===== src/rtl/trace_plotter.sv =====
// Decimates integrator samples, maps x1/x2 to screen rows and streams framebuffer
// writes: erase the column ahead, then draw connected vertical segments per trace.
module trace_plotter #(
  parameter int VGA_WIDTH  = 640,
  parameter int X1_TOP     = 56,
  parameter int X2_TOP     = 296,
  parameter int DECIM      = 32,
  parameter int FIFO_DEPTH = 4
) (
  input  logic        CLOCK_50,
  input  logic        reset,
  input  logic        clear,
  input  logic        sample_valid,
  input  logic [17:0] x1,
  input  logic [17:0] x2,
  output logic [9:0]  pix_x,
  output logic [8:0]  pix_y,
  output logic [1:0]  pix_color,
  output logic        pix_valid,
  input  logic        pix_ready,
  output logic [9:0]  column,
  output logic        busy,
  output logic        overflow
);

  // state   | meaning
  // IDLE    | waiting for a mapped sample; pops it into cur_y1/cur_y2
  // ERASE   | 256 erase beats in the column ahead (x1 band, then x2 band)
  // DRAW1   | trace-1 segment from prev_y1 to cur_y1 at the current column
  // DRAW2   | trace-2 segment from prev_y2 to cur_y2 at the current column
  // ADVANCE | last beat drained; step column and remember this sample
  typedef enum logic [2:0] {S_IDLE, S_ERASE, S_DRAW1, S_DRAW2, S_ADVANCE} state_t;

  localparam int DW = (DECIM > 1) ? $clog2(DECIM) : 1;
  localparam int AW = (FIFO_DEPTH > 1) ? $clog2(FIFO_DEPTH) : 1;
  localparam logic [DW-1:0] DCNT_LAST = DW'(DECIM - 1);
  localparam logic [AW:0]   FIFO_FULL = (AW + 1)'(FIFO_DEPTH);
  localparam logic [9:0]    COL_LAST  = 10'(VGA_WIDTH - 1);
  localparam logic [8:0]    X1_TOP_R  = 9'(X1_TOP);
  localparam logic [8:0]    X1_BOT_R  = 9'(X1_TOP + 127);
  localparam logic [8:0]    X2_TOP_R  = 9'(X2_TOP);

  logic sync_rst;
  assign sync_rst = reset | clear;

  logic [DW-1:0] dcnt;
  logic          keep;
  assign keep = sample_valid && (dcnt == '0);

  always_ff @(posedge CLOCK_50) begin
    if (sync_rst)
      dcnt <= '0;
    else if (sample_valid)
      dcnt <= (dcnt == DCNT_LAST) ? '0 : dcnt + DW'(1);
  end

  // Offset-binary top bits, inverted so positive x plots upward.
  logic [6:0] u1_hi, u2_hi, r1, r2;
  logic [8:0] y1_new, y2_new;
  logic       unused_lsbs;
  assign u1_hi  = x1[17:11] ^ 7'h40;
  assign u2_hi  = x2[17:11] ^ 7'h40;
  assign r1     = ~u1_hi;
  assign r2     = ~u2_hi;
  assign y1_new = X1_TOP_R + {2'b00, r1};
  assign y2_new = X2_TOP_R + {2'b00, r2};
  assign unused_lsbs = ^{x1[10:0], x2[10:0]};

  state_t state, state_d;
  logic [17:0] fifo_mem [FIFO_DEPTH];
  logic [AW-1:0] wr_ptr, rd_ptr;
  logic [AW:0]   fcount;
  logic          fifo_empty, fifo_full, pop, push_ok;
  logic [17:0]   fifo_rd;

  assign fifo_empty = (fcount == '0);
  assign fifo_full  = (fcount == FIFO_FULL);
  assign pop        = (state == S_IDLE) && !fifo_empty;
  assign push_ok    = keep && (!fifo_full || pop);
  assign fifo_rd    = fifo_mem[rd_ptr];

  always_ff @(posedge CLOCK_50) begin
    if (push_ok)
      fifo_mem[wr_ptr] <= {y1_new, y2_new};
  end

  always_ff @(posedge CLOCK_50) begin
    if (sync_rst) begin
      wr_ptr   <= '0;
      rd_ptr   <= '0;
      fcount   <= '0;
      overflow <= 1'b0;
    end else begin
      if (push_ok) wr_ptr <= wr_ptr + AW'(1);
      if (pop)     rd_ptr <= rd_ptr + AW'(1);
      case ({push_ok, pop})
        2'b10:   fcount <= fcount + (AW + 1)'(1);
        2'b01:   fcount <= fcount - (AW + 1)'(1);
        default: fcount <= fcount;
      endcase
      if (keep && fifo_full && !pop) overflow <= 1'b1;
    end
  end

  logic [8:0] cur_y1, cur_y2, prev_y1, prev_y2, row, left;
  logic [8:0] cur_y1_d, cur_y2_d, prev_y1_d, prev_y2_d, row_d, left_d;
  logic       prev_valid, prev_valid_d, pix_valid_d;
  logic [9:0] column_d, pix_x_d, erase_col;
  logic [8:0] pix_y_d, lo1, hi1, lo2, hi2;
  logic [1:0] pix_color_d;
  logic       slot_free;

  assign slot_free = !pix_valid || pix_ready;
  assign erase_col = (column == COL_LAST) ? 10'd0 : column + 10'd1;
  assign busy      = (state != S_IDLE) || !fifo_empty;

  always_comb begin
    lo1 = cur_y1;
    hi1 = cur_y1;
    lo2 = cur_y2;
    hi2 = cur_y2;
    if (prev_valid) begin
      if (prev_y1 < cur_y1) lo1 = prev_y1; else hi1 = prev_y1;
      if (prev_y2 < cur_y2) lo2 = prev_y2; else hi2 = prev_y2;
    end
  end

  always_comb begin
    state_d      = state;
    cur_y1_d     = cur_y1;
    cur_y2_d     = cur_y2;
    prev_y1_d    = prev_y1;
    prev_y2_d    = prev_y2;
    prev_valid_d = prev_valid;
    column_d     = column;
    row_d        = row;
    left_d       = left;
    pix_x_d      = pix_x;
    pix_y_d      = pix_y;
    pix_color_d  = pix_color;
    pix_valid_d  = pix_valid;
    case (state)
      S_IDLE: begin
        if (!fifo_empty) begin
          cur_y1_d = fifo_rd[17:9];
          cur_y2_d = fifo_rd[8:0];
          row_d    = X1_TOP_R;
          left_d   = 9'd255;
          state_d  = S_ERASE;
        end
      end
      S_ERASE: begin
        if (slot_free) begin
          pix_valid_d = 1'b1;
          pix_x_d     = erase_col;
          pix_y_d     = row;
          pix_color_d = 2'b00;
          if (left == '0) begin
            state_d = S_DRAW1;
            row_d   = lo1;
            left_d  = hi1 - lo1;
          end else begin
            left_d = left - 9'd1;
            row_d  = (row == X1_BOT_R) ? X2_TOP_R : row + 9'd1;
          end
        end
      end
      S_DRAW1, S_DRAW2: begin
        if (slot_free) begin
          pix_valid_d = 1'b1;
          pix_x_d     = column;
          pix_y_d     = row;
          pix_color_d = (state == S_DRAW1) ? 2'b01 : 2'b10;
          if (left == '0) begin
            state_d = (state == S_DRAW1) ? S_DRAW2 : S_ADVANCE;
            row_d   = lo2;
            left_d  = hi2 - lo2;
          end else begin
            left_d = left - 9'd1;
            row_d  = row + 9'd1;
          end
        end
      end
      S_ADVANCE: begin
        // Wait for the final draw beat to be taken before moving on.
        if (slot_free) begin
          pix_valid_d = 1'b0;
          prev_y1_d   = cur_y1;
          prev_y2_d   = cur_y2;
          if (column == COL_LAST) begin
            column_d     = 10'd0;
            prev_valid_d = 1'b0;
          end else begin
            column_d     = column + 10'd1;
            prev_valid_d = 1'b1;
          end
          state_d = S_IDLE;
        end
      end
      default: state_d = S_IDLE;
    endcase
  end

  always_ff @(posedge CLOCK_50) begin
    if (sync_rst) begin
      state      <= S_IDLE;
      cur_y1     <= '0;
      cur_y2     <= '0;
      prev_y1    <= '0;
      prev_y2    <= '0;
      prev_valid <= 1'b0;
      column     <= '0;
      row        <= '0;
      left       <= '0;
      pix_x      <= '0;
      pix_y      <= '0;
      pix_color  <= 2'b00;
      pix_valid  <= 1'b0;
    end else begin
      state      <= state_d;
      cur_y1     <= cur_y1_d;
      cur_y2     <= cur_y2_d;
      prev_y1    <= prev_y1_d;
      prev_y2    <= prev_y2_d;
      prev_valid <= prev_valid_d;
      column     <= column_d;
      row        <= row_d;
      left       <= left_d;
      pix_x      <= pix_x_d;
      pix_y      <= pix_y_d;
      pix_color  <= pix_color_d;
      pix_valid  <= pix_valid_d;
    end
  end

endmodule


===== config.mk =====
export PLATFORM = sky130hd
export DESIGN_NAME = trace_plotter
export DESIGN_NICKNAME = d
export VERILOG_FILES = /design/src/rtl/trace_plotter.sv
export SDC_FILE = /design/constraint.sdc
export NUM_CORES = 1
export LEC_CHECK = 0
export BUFFER_PORTS_ARGS = -buffer_cell sky130_fd_sc_hd__buf_2
export CORE_ASPECT_RATIO = 1.4
export CORE_UTILIZATION = 40
export CTS_BUF_LIST = sky130_fd_sc_hd__clkbuf_4
export CTS_CLUSTER_DIAMETER = 30
export DETAILED_ROUTE_END_ITERATION = 10
export PLACE_DENSITY_LB_ADDON = 0.2
export REMOVE_ABC_BUFFERS = 1
export SLEW_MARGIN = 30
export SYNTH_ARGS = -nofsm -noshare
export SYNTH_HDL_FRONTEND = slang
export SYNTH_SLANG_ARGS = --single-unit

===== constraint.sdc =====
create_clock -name CLOCK_50 -period 3.2 [get_ports CLOCK_50]
set_input_delay 0.32 -clock CLOCK_50 [delete_from_list [all_inputs] [get_ports CLOCK_50]]
set_output_delay 0.32 -clock CLOCK_50 [all_outputs]
set_load 0.05 [all_outputs]

==> results of run 1 <==
[layer usage]
layer  GRT usage [%]  vias up  routed length (µm)
met5               0        -                   0
met3            3.45       39                 680
met1            24.0     3457                9250
met2            35.9      138               11400
met4            9.85        0                 671
li1                -     3668                   -
[layout make-up]
cell class,count,area (µm²),share of cell area [%]
inverter,45,171,1.56
antenna,1,2.50,0.0227
timing repair buffer,184,1290,11.7
clock inverter,13,109,0.988
clock buffer,18,135,1.23
tap,297,372,3.37
sequential,165,3960,35.9
multi-input combinational,665,4980,45.2
[cells in the mapped netlist (9+ instances only)]
master and number:
sky130_fd_sc_hd__xor2_1 14, sky130_fd_sc_hd__edfxtp_1 64, sky130_fd_sc_hd__inv_1 45, sky130_fd_sc_hd__or3_1 10, sky130_fd_sc_hd__nand2_1 133, sky130_fd_sc_hd__nor3_1 23, sky130_fd_sc_hd__o21ai_1 10, sky130_fd_sc_hd__o211ai_1 10
sky130_fd_sc_hd__mux4_2 16, sky130_fd_sc_hd__a21oi_1 81, sky130_fd_sc_hd__buf_2 11, sky130_fd_sc_hd__o21a_1 15, sky130_fd_sc_hd__nand2b_1 9, sky130_fd_sc_hd__dfxtp_1 101, sky130_fd_sc_hd__mux2i_1 10, sky130_fd_sc_hd__clkbuf_1 33
sky130_fd_sc_hd__o21ai_0 41, sky130_fd_sc_hd__xnor2_1 14, sky130_fd_sc_hd__a211oi_1 14, sky130_fd_sc_hd__nand3_1 28, sky130_fd_sc_hd__ha_1 43, sky130_fd_sc_hd__nor2_1 52, sky130_fd_sc_hd__mux2_2 9
[power by group]
part / internal, mW / switching, mW / total (mW)
sequential: 2.27 / 0.0747 / 2.34
clock: 0.385 / 0.752 / 1.14
combinational: 0.594 / 0.845 / 1.44
total: 3.25 / 1.67 / 4.92
[cell families after synthesis]
kind of cell             synth area share [%]
AO/OA/AOI/OAI                            18.2
XOR/XNOR                                 2.77
adder cells (fa/ha/maj)                  6.76
buffers and inverters                    4.36
flip-flops                               44.6
multiplexers                             6.50
AND/OR/NAND/NOR                          16.8
[metrics by stage]
stage / instances / util, % / hold slack, ns / area, µm² / power [mW]
floorplan: 875 / - / 0.419 / 8630 / 3.21
global placement: 1334 / 46.3 / 0.439 / 10100 / 3.69
detailed placement: 1334 / 46.3 / 0.445 / 10100 / 3.69
CTS: 1383 / 49.9 / 0.0328 / 10900 / 4.94
global route: 1388 / 50.6 / 0.0486 / 11000 / 5.19
finish: 1388 / 50.6 / 0.0918 / 11000 / 4.92
[state kept, by name, indices dropped and copies added, names as in the netlist, 9 cells and up]
name	count
pix_y	9
fifo_mem	64
column	10
left	9
cur_y2	9
row	9
pix_x	10
prev_y2	9
[timing repair]
item | in CTS | in global routing
hold buffers | 8 | 0
gates resized for setup | 82 | 29
endpoints found under the setup margin | 6 | 7
cloned | 0 | 0
hold endpoints to repair | 32 | 0
pin swaps | 42 | 33
buffers inserted | 11 | 5
[worst max-delay path by stage]
stage                     slack (ns)              endpoint                    from
after floorplan                -0.25  left[6]$_SDFFE_PP0P_  cur_y1[4]$_SDFFE_PP0P_
after global placement         -0.25  left[6]$_SDFFE_PP0P_  cur_y1[6]$_SDFFE_PP0P_
after detailed placement       -0.30  left[6]$_SDFFE_PP0P_  cur_y1[4]$_SDFFE_PP0P_
after CTS                      -0.06  left[6]$_SDFFE_PP0P_  cur_y2[2]$_SDFFE_PP0P_
after global routing           -0.17  left[4]$_SDFFE_PP0P_  cur_y2[2]$_SDFFE_PP0P_
final                          -0.03  left[5]$_SDFFE_PP0P_  cur_y1[6]$_SDFFE_PP0P_
[worst max-delay path: stages, from the launching register on]
cell and delay, ns:
sky130_fd_sc_hd__dfxtp_2 0.35, sky130_fd_sc_hd__inv_2 0.04, sky130_fd_sc_hd__ha_4 0.20, sky130_fd_sc_hd__a21o_1 0.20, sky130_fd_sc_hd__a221oi_4 0.34, sky130_fd_sc_hd__o21ai_2 0.10, sky130_fd_sc_hd__nand2_2 0.15, sky130_fd_sc_hd__mux2i_1 0.25
sky130_fd_sc_hd__inv_1 0.07, sky130_fd_sc_hd__ha_1 0.30, sky130_fd_sc_hd__nor2b_4 0.13, sky130_fd_sc_hd__o31a_1 0.29, sky130_fd_sc_hd__o21a_1 0.20, sky130_fd_sc_hd__or3_1 0.30, sky130_fd_sc_hd__nand4_1 0.13, sky130_fd_sc_hd__a31oi_1 0.09
==> metrics.json, run 1 <==
{
  "globalRouteTotalUtil": {"value": 20.4, "unit": "%"},
  "detailedPlace.worstSlack": {"value": -0.296, "unit": "ns"},
  "chipWidth": {"value": 128, "unit": "µm"},
  "buffer_ports.inserted": {"value": 52},
  "clock_buffer_count_from_cts": {"value": 17},
  "place_congestion": {"value": 0.863},
  "violations": {"value": "negative setup slack"},
  "synthDominantCellAreaShare": {"value": 22.9, "unit": "%"},
  "worstSetupEndpointType": {"value": "register"},
  "mostFrequentLayoutCell": {"value": "sky130_fd_sc_hd__nand2_1"},
  "share_of_the_yosys_chip_area_belonging_to_registers": {"value": 44.6, "unit": "%"},
  "finalWorstPathRequiredPeriod": {"value": 3.23, "unit": "ns"},
  "syn_inst": {"value": 924},
  "routed_wirelength": {"value": 22000, "unit": "µm"},
  "worst-path-max-fanout": {"value": 5},
  "cts-htree-levels": {"value": 4},
  "finClkSkew": {"value": 0.0300, "unit": "ns"},
  "final_cell_mix": {"value": "sky130_fd_sc_hd__nand2_1 (132), sky130_fd_sc_hd__buf_4 (118), sky130_fd_sc_hd__dfxtp_1 (88), sky130_fd_sc_hd__a21oi_1 (78), sky130_fd_sc_hd__edfxtp_1 (64)"},
  "remaining_drc_errors": {"value": 0},
  "report.final.hold_viol_count": {"value": 0},
  "max_cap_viol_count": {"value": 0},
  "setup.worst_path.class": {"value": "reg2reg"},
  "synth_enable_flop_cells": {"value": 64},
  "detailed_place_hpwl": {"value": 15300, "unit": "µm"},
  "synth_largest_area_cell": {"value": "sky130_fd_sc_hd__dfxtp_1"},
  "power.density": {"value": 446, "unit": "nW/µm²"},
  "grt_pass1_wl": {"value": 36000, "unit": "µm"},
  "status": {"value": "finished with violations"},
  "ys_async_sr_fraction": {"value": 0, "unit": "%"},
  "first_global_vias": {"value": 7142},
  "reg2reg_setup_slack": {"value": -0.03, "unit": "ns"},
  "route.detailed.wl_per_inst": {"value": 15.9, "unit": "µm"},
  "critical_path.startpoint_type": {"value": "register"},
  "clock_tree.buffer_depth": {"value": 2},
  "final_nets": {"value": 1165},
  "viasPerCell": {"value": 5.26},
  "rsz_0062_raised_after_global_routing": {"value": "yes"},
  "grt_max_degree": {"value": 34},
  "max_slew.worst_pin.slew": {"value": 0.794, "unit": "ns"},
  "std_cell_rows": {"value": 64},
  "peakVddDrop": {"value": 363, "unit": "µV"},
  "final_worst_slack": {"value": -0.0270, "unit": "ns"},
  "rr_startpoint": {"value": "cur_y1[6]$_SDFFE_PP0P_"},
  "min_to": {"value": "state[2]$_SDFFE_PP0P_"},
  "ff2ff_path_depth": {"value": 15},
  "fp.dieArea": {"value": 22700, "unit": "µm²"},
  "syn2layout_area_growth": {"value": 24.6, "unit": "%"},
  "synth.lib_cells_used.distinct": {"value": 81},
  "start_util": {"value": 40.6, "unit": "%"},
  "syn_avg_cell_area": {"value": 9.58, "unit": "µm²"},
  "clock_sink_count": {"value": 165},
  "drive_above_1_share": {"value": 30.0, "unit": "%"},
  "worst_ep_required_time": {"value": 3.69, "unit": "ns"},
  "crit_arrival": {"value": 3.71, "unit": "ns"},
  "ys.flop_type": {"value": "sky130_fd_sc_hd__dfxtp_1"},
  "globalRoute.totalOverflow": {"value": 0},
  "initialDrtViolationCount": {"value": 379},
  "route.vias.total": {"value": 7302},
  "finalMaxSlewViolations": {"value": 0},
  "rr_endpoint": {"value": "left[5]$_SDFFE_PP0P_"},
  "p_leak": {"value": 4.09, "unit": "nW"},
  "timing.slew.headroom": {"value": 47.0, "unit": "%"},
  "worstSkewPairLatency": {"value": 0.59, "unit": "ns"},
  "drt_pass1_iterations": {"value": 4},
  "core_region_area": {"value": 21800, "unit": "µm²"},
  "finalCritPeriodShare": {"value": 101, "unit": "%"},
  "fillerInstances": {"value": 2084},
  "timing.hold.worst.class": {"value": "in2reg"},
  "cts_tree": {"value": "done"},
  "min_path_cells": {"value": 4},
  "fp.dieH": {"value": 178, "unit": "µm"},
  "synth.top_cells.by_area": {"value": "sky130_fd_sc_hd__dfxtp_1 (23%), sky130_fd_sc_hd__edfxtp_1 (22%), sky130_fd_sc_hd__ha_1 (6.1%)"},
  "ctsRootBufferMaster": {"value": "sky130_fd_sc_hd__clkbuf_4"},
  "number_of_antenna_violations_at_the_first_check_in_global_routing": {"value": 1},
  "report.final.setup_viol": {"value": 4},
  "cts.clk_slew.worst_paths": {"value": 0.14, "unit": "ns"},
  "syn-cell-area": {"value": 8850, "unit": "µm²"},
  "worstHoldStart": {"value": "pix_ready"},
  "drtAntennaViolNets": {"value": 0},
  "achievable-frequency": {"value": 0.310, "unit": "GHz"},
  "yosysWarnings": {"value": 0},
  "setup_tns": {"value": -0.0786, "unit": "ns"},
  "pin_count": {"value": 75},
  "synth_seq_cells": {"value": 165}
}
Power figures use the tool's default switching activity.
==> run 2, diff against run 1 <==
ABC_AREA = 1   (was not set)
CORE_UTILIZATION = 37   (was 40)
==> metrics.json, run 2 <==
{
  "fp.dieArea": {"value": 24700, "unit": "µm²", "change": "was 22700 µm²"},
  "worstHoldStart": {"value": "x2[11]", "change": "was pix_ready"},
  "route.vias.total": {"value": 7653, "change": "was 7302"},
  "critical_path.startpoint_type": {"value": "register", "change": "unchanged"},
  "synthDominantCellAreaShare": {"value": 22.7, "unit": "%", "change": "was 22.9%"},
  "share_of_the_yosys_chip_area_belonging_to_registers": {"value": 44.4, "unit": "%", "change": "was 44.6%"},
  "ys.flop_type": {"value": "sky130_fd_sc_hd__dfxtp_1", "change": "unchanged"},
  "finalNonFillerCells": {"value": 1565, "change": "was 1388"},
  "largest_register_ffs": {"value": 64, "change": "unchanged"},
  "std_cell_rows": {"value": 66, "change": "was 64"},
  "synth_largest_area_cell": {"value": "sky130_fd_sc_hd__dfxtp_1", "change": "unchanged"},
  "setup_tns": {"value": 0, "unit": "ns", "change": "was -0.0786 ns"},
  "viasPerCell": {"value": 4.89, "change": "was 5.26"},
  "synth.top_cells.by_area": {"value": "sky130_fd_sc_hd__dfxtp_1 (23%), sky130_fd_sc_hd__edfxtp_1 (22%), sky130_fd_sc_hd__o21ai_0 (7.9%)", "change": "was sky130_fd_sc_hd__dfxtp_1 (23%), sky130_fd_sc_hd__edfxtp_1 (22%), sky130_fd_sc_hd__ha_1 (6.1%)"},
  "ff2ff_path_depth": {"value": 22, "change": "was 15"},
  "largestRegisters": {"value": "fifo_mem: 64 flops, column: 10 flops, pix_x: 10 flops", "change": "unchanged"},
  "finalHoldWorstSlack": {"value": 0.0649, "unit": "ns", "change": "was 0.0918 ns"},
  "remaining_drc_errors": {"value": 0, "change": "unchanged"},
  "worst_ep_required_time": {"value": 3.64, "unit": "ns", "change": "was 3.69 ns"},
  "routed_wirelength": {"value": 21700, "unit": "µm", "change": "was 22000 µm"},
  "min_to": {"value": "fifo_mem[1][0]$_DFFE_PP_", "change": "was state[2]$_SDFFE_PP0P_"},
  "fp.dieH": {"value": 185, "unit": "µm", "change": "was 178 µm"},
  "ctsRootBufferMaster": {"value": "sky130_fd_sc_hd__clkbuf_4", "change": "unchanged"},
  "finalWorstPathRequiredPeriod": {"value": 2.96, "unit": "ns", "change": "was 3.23 ns"},
  "p_leak": {"value": 4.44, "unit": "nW", "change": "was 4.09 nW"},
  "buffer_ports.inserted": {"value": 52, "change": "unchanged"},
  "mostFrequentLayoutCell": {"value": "sky130_fd_sc_hd__nand2_1", "change": "unchanged"},
  "timing.hold.worst.class": {"value": "in2reg", "change": "unchanged"},
  "power": {"value": 8.06, "unit": "mW", "change": "was 4.92 mW"},
  "crit_arrival": {"value": 3.39, "unit": "ns", "change": "was 3.71 ns"},
  "finalInstanceArea": {"value": 10400, "unit": "µm²", "change": "was 11000 µm²"},
  "share_of_synthesized_cell_area_in_full_adder_half_adder_and_majority_cells": {"value": 6.73, "unit": "%", "change": "was 6.76%"},
  "syn-cell-area": {"value": 8890, "unit": "µm²", "change": "was 8850 µm²"},
  "initialDrtViolationCount": {"value": 326, "change": "was 379"},
  "start_util": {"value": 38.0, "unit": "%", "change": "was 40.6%"},
  "detailed_place_hpwl": {"value": 15200, "unit": "µm", "change": "was 15300 µm"},
  "total_area_of_multi_input_combinational_cells": {"value": 4360, "unit": "µm²", "change": "was 4980 µm²"},
  "clock_tree.buffer_depth": {"value": 2, "change": "unchanged"},
  "report.final.setup_viol": {"value": 0, "change": "was 4"},
  "finalCritPeriodShare": {"value": 92.4, "unit": "%", "change": "was 101%"},
  "dpl-instance-area": {"value": 9720, "unit": "µm²", "change": "was 10100 µm²"},
  "core_region_area": {"value": 23400, "unit": "µm²", "change": "was 21800 µm²"},
  "drt_pass1_iterations": {"value": 4, "change": "unchanged"},
  "cts-htree-levels": {"value": 4, "change": "unchanged"},
  "power.density": {"value": 775, "unit": "nW/µm²", "change": "was 446 nW/µm²"},
  "achievable-frequency": {"value": 0.338, "unit": "GHz", "change": "was 0.310 GHz"},
  "cts_tree": {"value": "done", "change": "unchanged"},
  "finalMaxSlewViolations": {"value": 0, "change": "unchanged"},
  "finClkSkew": {"value": 0.0245, "unit": "ns", "change": "was 0.0300 ns"},
  "reg2reg_setup_slack": {"value": 0.24, "unit": "ns", "change": "was -0.03 ns"},
  "setup.worst_path.class": {"value": "reg2reg", "change": "unchanged"},
  "regMostFlops": {"value": "fifo_mem", "change": "unchanged"},
  "worst-path-max-fanout": {"value": 6, "change": "was 5"},
  "chipWidth": {"value": 133, "unit": "µm", "change": "was 128 µm"},
  "syn_avg_cell_area": {"value": 7.77, "unit": "µm²", "change": "was 9.58 µm²"},
  "report.final.hold_viol_count": {"value": 0, "change": "unchanged"},
  "timing.slew.headroom": {"value": 40.5, "unit": "%", "change": "was 47.0%"},
  "final_cell_mix": {"value": "sky130_fd_sc_hd__nand2_1 (166), sky130_fd_sc_hd__inv_1 (145), sky130_fd_sc_hd__nor2_1 (130), sky130_fd_sc_hd__o21ai_0 (128)", "change": "was sky130_fd_sc_hd__nand2_1 (132), sky130_fd_sc_hd__buf_4 (118), sky130_fd_sc_hd__dfxtp_1 (88), sky130_fd_sc_hd__a21oi_1 (78), sky130_fd_sc_hd__edfxtp_1 (64)"},
  "route.detailed.wl_per_inst": {"value": 13.9, "unit": "µm", "change": "was 15.9 µm"},
  "place_congestion": {"value": 0.855, "change": "was 0.863"},
  "worstSkewPairLatency": {"value": 0.57, "unit": "ns", "change": "was 0.59 ns"},
  "ys_async_sr_fraction": {"value": 0, "unit": "%", "change": "unchanged"},
  "drtAntennaViolNets": {"value": 0, "change": "unchanged"},
  "globalRouteTotalUtil": {"value": 18.4, "unit": "%", "change": "was 20.4%"},
  "synth_top_family_by_area": {"value": "simple AND/OR/NAND/NOR gates", "change": "was compound AO/OA/AOI/OAI gates"},
  "worstSetupEndpointType": {"value": "register", "change": "unchanged"},
  "rr_startpoint": {"value": "cur_y1[3]$_SDFFE_PP0P_", "change": "was cur_y1[6]$_SDFFE_PP0P_"},
  "placed_cells": {"value": 1510, "change": "was 1334"},
  "regArea": {"value": 3950, "unit": "µm²", "change": "was 3960 µm²"},
  "yosysWarnings": {"value": 0, "change": "unchanged"},
  "post_synth_mux_area_share": {"value": 0, "unit": "%", "change": "was 6.50%"},
  "post_synth_and_or_nand_nor_area_fraction": {"value": 19.8, "unit": "%", "change": "was 16.8%"},
  "rr_endpoint": {"value": "left[7]$_SDFFE_PP0P_", "change": "was left[5]$_SDFFE_PP0P_"},
  "grt_pass1_wl": {"value": 35600, "unit": "µm", "change": "was 36000 µm"},
  "syn_inst": {"value": 1145, "change": "was 924"},
  "grt_max_degree": {"value": 42, "change": "was 34"},
  "synth_enable_flop_cells": {"value": 64, "change": "unchanged"},
  "peakVddDrop": {"value": 461, "unit": "µV", "change": "was 363 µV"},
  "min_path_cells": {"value": 2, "change": "was 4"},
  "clock_sink_count": {"value": 165, "change": "unchanged"},
  "clock_buffer_count_from_cts": {"value": 17, "change": "unchanged"},
  "max_slew.worst_pin.slew": {"value": 0.892, "unit": "ns", "change": "was 0.794 ns"},
  "globalRoute.totalOverflow": {"value": 0, "change": "unchanged"},
  "max_cap_viol_count": {"value": 0, "change": "unchanged"},
  "synth_most_common_cell": {"value": "sky130_fd_sc_hd__nand2_1", "change": "unchanged"},
  "synth.lib_cells_used.distinct": {"value": 43, "change": "was 81"},
  "drive_above_1_share": {"value": 17.8, "unit": "%", "change": "was 30.0%"},
  "final_nets": {"value": 1332, "change": "was 1165"},
  "netlist_top_cells_count": {"value": "sky130_fd_sc_hd__nand2_1 (174), sky130_fd_sc_hd__inv_1 (148), sky130_fd_sc_hd__o21ai_0 (141)", "change": "was sky130_fd_sc_hd__nand2_1 (133), sky130_fd_sc_hd__dfxtp_1 (101), sky130_fd_sc_hd__a21oi_1 (81)"},
  "status": {"value": "finished clean", "change": "was finished with violations"},
  "syn2layout_area_growth": {"value": 16.9, "unit": "%", "change": "was 24.6%"},
  "cts.clk_slew.worst_paths": {"value": 0.13, "unit": "ns", "change": "was 0.14 ns"},
  "synth_seq_cells": {"value": 165, "change": "unchanged"},
  "pin_count": {"value": 75, "change": "unchanged"},
  "fillerInstances": {"value": 2371, "change": "was 2084"},
  "synth-compound-area-share": {"value": 18.1, "unit": "%", "change": "was 18.2%"},
  "number_of_antenna_violations_at_the_first_check_in_global_routing": {"value": 1, "change": "unchanged"},
  "first_global_vias": {"value": 7200, "change": "was 7142"},
  "synthXorXnorAreaFrac": {"value": 1.77, "unit": "%", "change": "was 2.77%"}
}
[run 2: power by group]
part	internal, mW	switching, mW
Sequential	2.44	0.209
Combinational	1.37	2.82
Clock	0.503	0.723
[run 2: layout make-up]
class | instances | share of cell area (%)
inverters | 159 | 5.79
clock inverters | 10 | 1.03
flip-flops and latches | 165 | 38.0
clock buffers | 22 | 1.59
diodes | 1 | 0.0241
multi-input cells | 777 | 41.9
well taps | 306 | 3.68
repair buffers | 125 | 7.98
[run 2: how the worst max path moves through the flow]
stage,startpoint,end
detailed placement,cur_y1[7]$_SDFFE_PP0P_,left[7]$_SDFFE_PP0P_
global route,cur_y1[2]$_SDFFE_PP0P_,left[7]$_SDFFE_PP0P_
floorplan,reset,state[1]$_SDFFE_PP0P_
global placement,cur_y1[6]$_SDFFE_PP0P_,left[7]$_SDFFE_PP0P_
CTS,cur_y1[7]$_SDFFE_PP0P_,left[7]$_SDFFE_PP0P_
finish,cur_y1[3]$_SDFFE_PP0P_,left[7]$_SDFFE_PP0P_
[run 2: cells by family after synthesis]
kind of cell / after synthesis
simple gates: 410
compound gates: 301
buf+inv: 205
flops: 165
fa+ha+maj: 46
xor+xnor: 18
[run 2: per-stage QoR]
step           setup slack [ns]  utilization, %
2_1_floorplan            -0.105               -
3_3_place_gp            0.00424            41.6
3_5_place_dp            -0.0906            41.6
4_1_cts                 0.00378            43.1
5_1_grt                -0.00955            44.5
6_report                  0.244            44.5
[run 2: per-layer routing]
layer	global-route usage [%]	vias up	wire, µm
met4	6.34	0	297
met2	33.5	96	11300
met5	0	-	0
li1	-	4037	-
met3	2.96	17	469
met1	21.7	3503	9670
[run 2: critical path, stage by stage (launching register included)]
cell and delay, ns:
sky130_fd_sc_hd__dfxtp_1 0.35, sky130_fd_sc_hd__inv_1 0.06, sky130_fd_sc_hd__ha_1 0.29, sky130_fd_sc_hd__nand2_1 0.08, sky130_fd_sc_hd__inv_1 0.04, sky130_fd_sc_hd__nand2_1 0.05
sky130_fd_sc_hd__nand2_1 0.07, sky130_fd_sc_hd__nand2_1 0.07, sky130_fd_sc_hd__nand4_1 0.09, sky130_fd_sc_hd__buf_6 0.18, sky130_fd_sc_hd__buf_2 0.15, sky130_fd_sc_hd__o21ai_2 0.14
sky130_fd_sc_hd__inv_1 0.09, sky130_fd_sc_hd__ha_4 0.28, sky130_fd_sc_hd__nand2_1 0.07, sky130_fd_sc_hd__o21ai_2 0.21, sky130_fd_sc_hd__nand4_1 0.15, sky130_fd_sc_hd__nand2_1 0.09
sky130_fd_sc_hd__nand2_1 0.06, sky130_fd_sc_hd__nand3_2 0.09, sky130_fd_sc_hd__nand3_2 0.07, sky130_fd_sc_hd__nand2_1 0.08, sky130_fd_sc_hd__a21oi_1 0.05
[run 2: timing repair]
item                                    in CTS  in global routing
buffers inserted                             0                 12
resized for setup                            1                 68
gates cloned                                 0                  2
pin swaps                                    0                 16
hold endpoints to repair                    29                  0
hold buffers                                 8                  0
endpoints found under the setup margin       2                  7
==> run 3, diff against run 2 <==
clock period = 3.8 ns   (was 3.2 ns; I/O delays follow)
==> metrics.json, run 3 (synthesis gave the netlist of run 2 again) <==
{
  "fp.dieArea": {"value": 24700, "unit": "µm²", "change": "unchanged"},
  "p_leak": {"value": 4.13, "unit": "nW", "change": "was 4.44 nW"},
  "globalRoute.totalOverflow": {"value": 0, "change": "unchanged"},
  "globalRouteTotalUtil": {"value": 18.2, "unit": "%", "change": "was 18.4%"},
  "dpl-instance-area": {"value": 9430, "unit": "µm²", "change": "was 9720 µm²"},
  "drive_above_1_share": {"value": 10.4, "unit": "%", "change": "was 17.8%"},
  "route.detailed.wl_per_inst": {"value": 14.1, "unit": "µm", "change": "was 13.9 µm"},
  "power": {"value": 6.53, "unit": "mW", "change": "was 8.06 mW"},
  "initialDrtViolationCount": {"value": 327, "change": "was 326"},
  "core_region_area": {"value": 23400, "unit": "µm²", "change": "unchanged"},
  "remaining_drc_errors": {"value": 0, "change": "unchanged"},
  "worstSkewPairLatency": {"value": 0.59, "unit": "ns", "change": "was 0.57 ns"},
  "timing.slew.headroom": {"value": 40.2, "unit": "%", "change": "was 40.5%"},
  "viasPerCell": {"value": 4.93, "change": "was 4.89"},
  "max_cap_viol_count": {"value": 0, "change": "unchanged"},
  "detailed_place_hpwl": {"value": 14600, "unit": "µm", "change": "was 15200 µm"},
  "buffer_ports.inserted": {"value": 52, "change": "unchanged"},
  "cts.clk_slew.worst_paths": {"value": 0.15, "unit": "ns", "change": "was 0.13 ns"},
  "first_global_vias": {"value": 7036, "change": "was 7200"},
  "finalInstanceArea": {"value": 9750, "unit": "µm²", "change": "was 10400 µm²"},
  "fp.dieH": {"value": 185, "unit": "µm", "change": "unchanged"},
  "std_cell_rows": {"value": 66, "change": "unchanged"},
  "ctsRootBufferMaster": {"value": "sky130_fd_sc_hd__clkbuf_4", "change": "unchanged"},
  "crit_arrival": {"value": 3.86, "unit": "ns", "change": "was 3.39 ns"},
  "achievable-frequency": {"value": 0.294, "unit": "GHz", "change": "was 0.338 GHz"},
  "final_nets": {"value": 1273, "change": "was 1332"},
  "finalCritPeriodShare": {"value": 89.4, "unit": "%", "change": "was 92.4%"},
  "start_util": {"value": 38.0, "unit": "%", "change": "unchanged"},
  "largestRegisters": {"value": "fifo_mem: 64 flops, column: 10 flops, pix_x: 10 flops", "change": "unchanged"},
  "finalNonFillerCells": {"value": 1506, "change": "was 1565"},
  "critical_path.startpoint_type": {"value": "register", "change": "unchanged"},
  "routed_wirelength": {"value": 21200, "unit": "µm", "change": "was 21700 µm"},
  "syn2layout_area_growth": {"value": 9.71, "unit": "%", "change": "was 16.9%"},
  "report.final.setup_viol": {"value": 0, "change": "unchanged"},
  "fin_util": {"value": 41.7, "unit": "%", "change": "was 44.5%"},
  "place_congestion": {"value": 0.847, "change": "was 0.855"},
  "placed_cells": {"value": 1472, "change": "was 1510"},
  "clock_sink_count": {"value": 165, "change": "unchanged"},
  "grt_pass1_wl": {"value": 35100, "unit": "µm", "change": "was 35600 µm"},
  "total_area_of_multi_input_combinational_cells": {"value": 4130, "unit": "µm²", "change": "was 4360 µm²"},
  "clock_buffer_count_from_cts": {"value": 17, "change": "unchanged"},
  "worst-path-max-fanout": {"value": 11, "change": "was 6"},
  "max_slew.worst_pin.slew": {"value": 0.896, "unit": "ns", "change": "was 0.892 ns"},
  "route.vias.total": {"value": 7421, "change": "was 7653"},
  "largest_register_ffs": {"value": 64, "change": "unchanged"},
  "status": {"value": "finished clean", "change": "unchanged"},
  "report.final.hold_viol_count": {"value": 0, "change": "unchanged"},
  "cts-htree-levels": {"value": 4, "change": "unchanged"},
  "final_cell_mix": {"value": "sky130_fd_sc_hd__nand2_1 (174), sky130_fd_sc_hd__inv_1 (148), sky130_fd_sc_hd__o21ai_0 (139), sky130_fd_sc_hd__nor2_1 (132), sky130_fd_sc_hd__dfxtp_1 (101)", "change": "was sky130_fd_sc_hd__nand2_1 (166), sky130_fd_sc_hd__inv_1 (145), sky130_fd_sc_hd__nor2_1 (130), sky130_fd_sc_hd__o21ai_0 (128)"},
  "grt_max_degree": {"value": 71, "change": "was 42"},
  "setup_tns": {"value": 0, "unit": "ns", "change": "unchanged"},
  "number_of_antenna_violations_at_the_first_check_in_global_routing": {"value": 1, "change": "unchanged"},
  "cts_tree": {"value": "done", "change": "unchanged"},
  "clock_tree.buffer_depth": {"value": 2, "change": "unchanged"},
  "rsz_0062_raised_after_global_routing": {"value": "no"},
  "setup.worst_path.class": {"value": "reg2reg", "change": "unchanged"},
  "worst_ep_required_time": {"value": 4.27, "unit": "ns", "change": "was 3.64 ns"},
  "finalMaxSlewViolations": {"value": 0, "change": "unchanged"},
  "worstSetupEndpointType": {"value": "register", "change": "unchanged"},
  "regMostFlops": {"value": "fifo_mem", "change": "unchanged"},
  "pin_count": {"value": 75, "change": "unchanged"},
  "chipWidth": {"value": 133, "unit": "µm", "change": "unchanged"},
  "timing.hold.worst.class": {"value": "in2reg", "change": "unchanged"},
  "finalWorstPathRequiredPeriod": {"value": 3.40, "unit": "ns", "change": "was 2.96 ns"},
  "drt_pass1_iterations": {"value": 7, "change": "was 4"},
  "finClkSkew": {"value": 0.0335, "unit": "ns", "change": "was 0.0245 ns"},
  "power.density": {"value": 670, "unit": "nW/µm²", "change": "was 775 nW/µm²"},
  "post-cts-setup-buffers": {"value": 0, "change": "unchanged"},
  "fillerInstances": {"value": 2450, "change": "was 2371"},
  "regArea": {"value": 3940, "unit": "µm²", "change": "was 3950 µm²"},
  "peakVddDrop": {"value": 328, "unit": "µV", "change": "was 461 µV"},
  "drtAntennaViolNets": {"value": 0, "change": "unchanged"},
  "mostFrequentLayoutCell": {"value": "sky130_fd_sc_hd__nand2_1", "change": "unchanged"}
}
## run 3: cell types whose count changed in the layout (fill, tap and decap cells not counted), moves of 8 or more
cell / previous run / this run
sky130_fd_sc_hd__ha_1: 35 / 43
sky130_fd_sc_hd__buf_4: 63 / 15
sky130_fd_sc_hd__o21ai_0: 128 / 139
sky130_fd_sc_hd__nand2_1: 166 / 174
## run 3: critical path: stages (launching register included)
cell,delay (ns)
sky130_fd_sc_hd__dfxtp_1,0.42
sky130_fd_sc_hd__inv_1,0.07
sky130_fd_sc_hd__ha_1,0.29
sky130_fd_sc_hd__nand2_1,0.05
sky130_fd_sc_hd__nor2_1,0.18
sky130_fd_sc_hd__nand3_1,0.15
sky130_fd_sc_hd__nand2_1,0.09
sky130_fd_sc_hd__nand2_1,0.20
sky130_fd_sc_hd__buf_4,0.25
sky130_fd_sc_hd__nor2_1,0.08
sky130_fd_sc_hd__a21oi_1,0.05
sky130_fd_sc_hd__ha_1,0.24
sky130_fd_sc_hd__fa_1,0.41
sky130_fd_sc_hd__inv_1,0.10
sky130_fd_sc_hd__nand3_1,0.07
sky130_fd_sc_hd__nand2_1,0.12
sky130_fd_sc_hd__a21oi_1,0.07
sky130_fd_sc_hd__o21ai_1,0.14
sky130_fd_sc_hd__nand3_1,0.10
sky130_fd_sc_hd__a21oi_1,0.16
sky130_fd_sc_hd__a211oi_1,0.06
## run 3: timing repair
| item | CTS | global route |
|---|---|---|
| resized for setup | 0 | 2 |
| endpoints found under the hold margin | 4 | 0 |
| endpoints found under the setup margin | 0 | 1 |
| hold buffers | 1 | 0 |
## run 3: per-stage QoR
stage	setup slack, ns	hold WS (ns)
floorplan	0.435	0.443
global placement	0.420	0.451
detailed placement	0.377	0.456
CTS	0.377	0.00712
global route	0.0210	0.0213
finish	0.402	0.0456
## run 3: path summary, 6_finish.rpt
path	from	end	slack, ns	cells past startpoint
max	cur_y1[6]$_SDFFE_PP0P_	left[4]$_SDFFE_PP0P_	0.40	20
min	x1[14]	fifo_mem[1][12]$_DFFE_PP_	0.05	1
max reg2reg	cur_y1[6]$_SDFFE_PP0P_	left[4]$_SDFFE_PP0P_	0.40	20
min reg2reg	pix_color[0]$_SDFFE_PP0P_	pix_color[0]$_SDFFE_PP0P_	0.47	2
## run 3: cell type report
class	instances	share of cell area [%]
clock buffers	18	1.39
diodes	1	0.0257
well taps	306	3.93
clock inverters	14	1.78
multi-input cells	775	42.4
flip-flops and latches	165	40.4
repair buffers	68	3.93
inverters	159	6.17
## run 3: power breakdown
part           internal (mW)  switching [mW]  leakage [nW]  total (mW)
clock                  0.473           0.673         0.163        1.15
combinational          0.943            2.20          2.56        3.14
sequential              2.05           0.190          1.40        2.24
total                   3.47            3.06          4.13        6.53
## run 3: layer usage
metal | vias to the layer above | GRT usage [%] | wire length (µm)
li1 | 3909 | - | -
met1 | 3400 | 20.7 | 9460
met2 | 92 | 34.1 | 11000
met3 | 20 | 2.71 | 441
met4 | 0 | 6.53 | 386
met5 | - | 0 | 0
